===== config.mk =====
export PLATFORM = sky130hd
export DESIGN_NAME = fb_hazard_ctrl
export DESIGN_NICKNAME = d
export VERILOG_FILES = /design/src/rtl/fb_hazard_ctrl.sv
export SDC_FILE = /design/constraint.sdc
export NUM_CORES = 1
export LEC_CHECK = 0
export BUFFER_PORTS_ARGS = -buffer_cell sky130_fd_sc_hd__buf_2
export CORE_MARGIN = 2
export CORE_UTILIZATION = 35
export CTS_CLUSTER_DIAMETER = 30
export DETAILED_ROUTE_END_ITERATION = 16
export MAX_ROUTING_LAYER = met4
export PLACE_DENSITY = 0.86
export SYNTH_ARGS = -nofsm -noshare
export SYNTH_HDL_FRONTEND = slang
export SYNTH_SLANG_ARGS = --single-unit

===== constraint.sdc =====
create_clock -name clk -period 1.75 [get_ports clk]
set_input_delay 0.2625 -clock clk [delete_from_list [all_inputs] [get_ports clk]]
set_output_delay 0.2625 -clock clk [all_outputs]
set_load 0.05 [all_outputs]

===== src/rtl/fb_hazard_ctrl.sv =====
// fb_hazard_ctrl: hazard/flush sequencer for the Firebird 5-stage core.
// Drives lock, write-enable and flush controls of the PC, IF/ID, ID/EX and
// EX/MEM stage registers. Per-cycle priority: rst > mem_busy > ex_redirect
// > load-use.
// Optional macro FB_HAZARD_PERF_EN builds the stall/flush performance
// counters; without it stall_cnt and flush_cnt are tied to zero.
module fb_hazard_ctrl #(
    parameter int LOAD_LAT    = 1,  // total bubbles per load-use hazard (1..7)
    parameter int FLUSH_EXTRA = 0   // flush cycles after the redirect cycle (0..3)
) (
    input  logic        clk,
    input  logic        rst,
    input  logic [4:0]  id_rs1,
    input  logic [4:0]  id_rs2,
    input  logic        id_use_rs1,
    input  logic        id_use_rs2,
    input  logic [4:0]  ex_rd,
    input  logic        ex_is_load,
    input  logic        ex_redirect,
    input  logic        mem_busy,
    output logic        pc_we,
    output logic        ifid_we,
    output logic        ifid_lock,
    output logic        ifid_rst,
    output logic        idex_lock,
    output logic        idex_rst,
    output logic        exmem_lock,
    output logic [31:0] stall_cnt,
    output logic [31:0] flush_cnt
);

    typedef enum logic [1:0] {RUN, STALL, FLUSH, FREEZE} state_t;

    localparam logic [2:0] FE_CNT  = 3'(FLUSH_EXTRA);
    localparam logic [2:0] LL_CNT  = 3'(LOAD_LAT - 1);

    state_t     state;
    state_t     saved;   // state to resume after a memory freeze (never FREEZE)
    state_t     eff;     // state the current cycle actually decodes as
    logic [2:0] cnt;
    logic       hazard;
    logic       do_redir;
    logic       do_flush;
    logic       do_bubble;

    // Hazard detection and per-cycle action decode (FREEZE decodes as the saved state)
    always_comb begin
        eff       = (state == FREEZE) ? saved : state;
        hazard    = ex_is_load && (ex_rd != 5'd0) &&
                    ((id_use_rs1 && (id_rs1 == ex_rd)) ||
                     (id_use_rs2 && (id_rs2 == ex_rd)));
        do_redir  = !rst && !mem_busy && ex_redirect;
        do_flush  = !rst && !mem_busy && !ex_redirect && (eff == FLUSH);
        do_bubble = !rst && !mem_busy && !ex_redirect &&
                    ((eff == STALL) || ((eff == RUN) && hazard));
    end

    // Stage-register controls, combinational from state and inputs
    always_comb begin
        pc_we      = !rst && !mem_busy && !do_bubble;
        ifid_lock  = !rst && (mem_busy || do_bubble);
        ifid_we    = !ifid_lock;
        ifid_rst   = rst || do_redir || do_flush;
        idex_rst   = rst || do_redir || do_flush || do_bubble;
        idex_lock  = !rst && mem_busy;
        exmem_lock = !rst && mem_busy;
    end

    // Sequencer: freeze holds saved state and cnt; redirect aborts stalls
    always_ff @(posedge clk) begin
        if (rst) begin
            state <= RUN;
            saved <= RUN;
            cnt   <= 3'd0;
        end else if (mem_busy) begin
            if (state != FREEZE)
                saved <= state;
            state <= FREEZE;
        end else if (ex_redirect) begin
            if (FLUSH_EXTRA == 0) begin
                state <= RUN;
                cnt   <= 3'd0;
            end else begin
                state <= FLUSH;
                cnt   <= FE_CNT;
            end
        end else begin
            case (eff)
                FLUSH, STALL: begin
                    if (cnt <= 3'd1) begin
                        state <= RUN;
                        cnt   <= 3'd0;
                    end else begin
                        state <= eff;
                        cnt   <= cnt - 3'd1;
                    end
                end
                default: begin
                    if (hazard && (LOAD_LAT > 1)) begin
                        state <= STALL;
                        cnt   <= LL_CNT;
                    end else begin
                        state <= RUN;
                    end
                end
            endcase
        end
    end

`ifdef FB_HAZARD_PERF_EN
    logic [31:0] stall_q;
    logic [31:0] flush_q;

    // Performance counters: load-use bubbles and flushed cycles, wrapping
    always_ff @(posedge clk) begin
        if (rst) begin
            stall_q <= 32'd0;
            flush_q <= 32'd0;
        end else begin
            if (do_bubble)
                stall_q <= stall_q + 32'd1;
            if (ifid_rst)
                flush_q <= flush_q + 32'd1;
        end
    end

    assign stall_cnt = stall_q;
    assign flush_cnt = flush_q;
`else
    assign stall_cnt = 32'b0;
    assign flush_cnt = 32'b0;
`endif

endmodule


# After elaboration in Yosys (flattened, before gate mapping)
# Index checks and enable logic that the tools add are counted.
[word_totals]
regBits = 7
in_bits = 22
out_inout_bits = 71
elab_cells = 50
[classes]
addsub = 1
n_lt_le_gt_ge = 1
n_eq_ne = 6
n_mux = 8
bitwise_logic = 1
reduce_logical = 30
[ops]
columns = ["op", "count"]
rows = [
  ["logical AND 1 bit", 13],
  ["equality test 5 bit", 2],
  ["2-to-1 mux 2 bit", 5],
  ["2-to-1 mux 3 bit", 3],
  ["logical OR 1 bit", 6],
  ["logical NOT 1 bit", 5],
  ["nonzero test 5 bit", 1],
  ["equality test 2 bit, second input constant", 2],
  ["AND reduction 2 bit", 2],
  ["<= comparator 3 x 1 -> 1 bit, second input constant", 1],
  ["subtractor 3 x 1 -> 3 bit, second input constant", 1],
  ["equality test 2 x 1 -> 1 bit, second input constant", 1],
  ["logical NOT 2 bit", 1],
  ["!= test 2 bit, second input constant", 1],
  ["nonzero test 2 bit", 1],
  ["OR reduction 2 bit", 1],
  ["inverter 1 bit", 1],
]

# Depth between registers and ports, before layout
[logic_depth]
word_depth = 10
ltp_mapped = 8
mapped_depth_nobuf = 8

# Worst setup path before layout
# No wires, ideal clock.
[synth_timing]
kind = "reg-to-output"
from = "register state[1]"
to = "output idex_rst"
t_arrival_ns = 2.304
required_ns = 1.487
slack_ns = -0.816
stages_incl_launch_ff = 8
path_cell_list = "dfxtp_1 inv_1 o21ai_0 ha_1 nor2_1 o21bai_1 a31oi_1 o21ai_0"
[synth_lines]
columns = ["element", "line", "text"]
rows = [
  ["start, declared", "37", "state_t state;"],
  ["start signal, assigned", "72", "state <= RUN;"],
  ["start signal, assigned", "78", "state <= FREEZE;"],
  ["start signal, assigned", "81", "state <= RUN;"],
  ["equality test 2 bit", "48", "eff = (state == FREEZE) ? saved : state;"],
  ["2-to-1 mux 2 bit (*)", "48", ""],
  ["equality test 2 bit (*)", "53", "do_flush = !rst && !mem_busy && !ex_redirect && (eff == FLUSH);"],
  ["logical AND 1 bit (*)", "53", ""],
  ["logical OR 1 bit (*)", "-", ""],
  ["net ifid_rst", "24", "output logic ifid_rst,"],
  ["logical OR 1 bit (*)", "64", "idex_rst = rst || do_redir || do_flush || do_bubble;"],
  ["end, declared", "26", "output logic idex_rst,"],
]
# The timed path passes the listed nets; every way through them passes the cells marked *.

# Final worst setup path
[layout_timing]
from = "register state[1]"
to = "output idex_rst"
[layout_between]
elab_chain_cells = 7
[layout_lines]
columns = ["element", "line", "text"]
rows = [
  ["equality test 2 bit", "48", ""],
  ["2-to-1 mux 2 bit (*)", "48", ""],
  ["logical NOT 2 bit", "55", "((eff == STALL) || ((eff == RUN) && hazard));"],
  ["logical AND 1 bit", "55", ""],
  ["logical OR 1 bit", "55", ""],
  ["logical AND 1 bit", "54", "do_bubble = !rst && !mem_busy && !ex_redirect &&"],
  ["logical OR 1 bit (*)", "64", ""],
]
# Every way passes the cells marked *; elsewhere a longest branch is shown, timed or not.

==> reports/results.ini <==
[clock_tree]
cts_tree = built
insertion_delay_ns = 0.24
cts_buffers = 3
cts.clk_slew.worst_paths_ns = 0.05
cts.htree.levels = 1
ctsLongestPathBuffers = 2
clockRootBuffer = clkbuf_4
cts.sink_count = 7

[run]
maxCapViolCount = 0

[grt]
antenna_found_initial = 0
grt_use_total_pct = 9.758
first_global_vias = 657
grt_max_degree = 11
grt-ovfl-total = 0
grt_pass1_wl_um = 2601

[worst_setup_path]
ff2ff_setup_slack_ns = 0.09
end_kind = primary output
path_class = flop to primary output
critical_path_arrival_ns = 1.70
crit_path_start = state[1]
worstPathMaxFanout = 4
worst-r2r-cell-count = 8
crit_slowest_cell = dfxtp_2
r2r-start = state[1]
slowest_delay_ns = 0.33
startpoint_type = flop
crit_chain = inv_2 > o21ai_4 > ha_4 > o211ai_2 > buf_4 > nand3b_1 > o21ai_2 > buf_6
setup.worst_path.end = idex_rst
critPathRequiredTime_ns = 1.49
r2r-end = cnt[1]

[pwr]
p_per_area_nw_per_um2 = 628.9
p_leak_nw = 0.6800
ir_drop_mv = 0.2112
finalPower_mw = 0.8372

[finish]
antenna_cells = 0
final_core_util_pct = 44.33
drive_above_1_share_pct = 38.71
finalNonFillerCells = 219
area_growth_pct = 21.60
stdcell_area_sq_um = 1331
nets = 214

[timing]
max_freq_mhz = 510.0
fin_crit_sh_pct = 112.0
hold_violations = 0
setup_viol = 5
setup_slack_ns = -0.2107
rsz0062_at_grt = yes
min_period_ns = 1.961
skew_ns = 0.0001303
finalSetupTns_ns = -0.7479
drv_slew = 0
holdWs_ns = 0.3365

[place]
hpwl_um = 1551
pre_cts_ws_ns = -0.1415
place.gp.congestion = 0.7752
placed_area_sq_um = 1144
portBuffers = 28
place_inst = 214

[logic_synthesis]
syn-cell-area_sq_um = 1095
syn_inst = 145
yosysWarnings = 0
ys_seq_area_share_pct = 12.80
ys_ff_latch = 7
synthDistinctLibCells = 29
avgSynthCellArea_sq_um = 7.550

[detailed_routing]
antenna_left = 0
wl_per_cell_um = 8.721
vias = 865
drtIter0Drc = 8
drcViolationCount = 0
wl_um = 1910
vias_per_cell = 3.950
first_pass_iters = 2

[floorplan]
ios = 93
initial_core_util_pct = 36.46
die_h_um = 59.93
core-area_sq_um = 3003
placementRows = 20
die_x_um = 59.93
dieArea_sq_um = 3592

[worst_hold_path]
hold_class = primary input to flop

[outcome]
violations = negative setup slack
status = finished, violations left

## synthesized netlist by cell type (all sizes together)
cell type   n  area (sq um)
or2b        1         7.510
or3         1         6.260
o211ai      1         12.51
o31a        1         8.760
and2        1         6.260
o21ai      10         50.05
inv        10         37.54
nor4        2         12.51
nand3b      1         7.510
ha          5         62.56
clkbuf      3         11.26
buf        65         488.0
nor3        3         15.01
o21ba       1         10.01
a32oi       1         8.760
conb        1         3.750
nor2        7         26.28
xnor2       2         17.52
a21oi       5         25.02
nand4       1         6.260
o21bai      1         7.510
or4         3         26.27
dfxtp       7         140.1
nand2b      1         6.260
xor2        8         70.07
o21a        1         7.510
a211oi      1         7.510
a31oi       1         6.260
## cells by family (layout without fill, tap and decap cells)
group                      after synthesis  after routing  synth area share [%]
buffers and inverters                   78             56                 49.03
AOI/OAI and AO/OA                       23             23                 13.14
and+or+nand+nor                         21             21                 10.97
xor gates and xnor gates                10             10                 8.001
DFF                                      7              7                 12.80
adders and majority gates                5              5                 5.714
other                                    1             64                0.3425
## worst max-delay path, delay by kind of cell (launching register included)
| family | cells | cell delay, ns |
|---|---|---|
| AO/OA/AOI/OAI | 3 | 0.44 |
| adder cells (fa/ha/maj) | 1 | 0.16 |
| buffers and inverters | 3 | 0.36 |
| flip-flops | 1 | 0.33 |
| AND/OR/NAND/NOR | 1 | 0.18 |
## power breakdown
group / total [mW] / internal (mW) / switching [mW]
logic: 0.528 / 0.107 / 0.422
registers: 0.171 / 0.166 / 0.00478
clock network: 0.138 / 0.0865 / 0.0517
## cell type report
cell class / count / area, sq um
clock buffers: 4 / 26.28
fillers: 290 / 1672
inverters: 10 / 37.54
multi-input cells: 123 / 792.0
flip-flops and latches: 7 / 142.6
well taps: 33 / 41.29
repair buffers: 42 / 291.5
## worst min path at each step
stage / startpoint / end / slack (ns) / cells past startpoint
global placement: cnt[2] / cnt[2] / 0.47 / 2
finish: rst / cnt[0] / 0.34 / 2
floorplan: cnt[2] / cnt[2] / 0.46 / 2
CTS: rst / cnt[0] / 0.30 / 2
global route: rst / cnt[0] / 0.35 / 2
detailed placement: cnt[2] / cnt[2] / 0.49 / 2
## flip-flops by register name, summed over array words and instances, names as in the netlist
name	count
cnt	3
saved	2
state	2
## cells in the final DEF, fill, tap and decap left out, types with 4 or more instances in the layout
| master | n |
|---|---|
| conb_1 | 64 |
| buf_2 | 23 |
| buf_4 | 14 |
| xor2_1 | 8 |
| inv_1 | 7 |
| nor2_1 | 6 |
| o21ai_0 | 5 |
| dfxtp_1 | 5 |
| buf_8 | 4 |
## routing by layer
layer	share of wire [%]	up-vias	track usage (%)
li1	-	423	-
met1	37	394	10.49
met2	56	48	16.93
met3	7.6	0	2.597
met4	0	0	3.810
met5	0	-	-
## repair_timing
item | in CTS | in global routing
hold buffers | 0 | 0
endpoints found under the setup margin | 9 | 9
setup buffers | 1 | 0
gates resized for setup | 23 | 17
pin swaps | 7 | 5
hold endpoints to repair | 0 | 0
No activity file was read; power rests on OpenSTA's default activity.
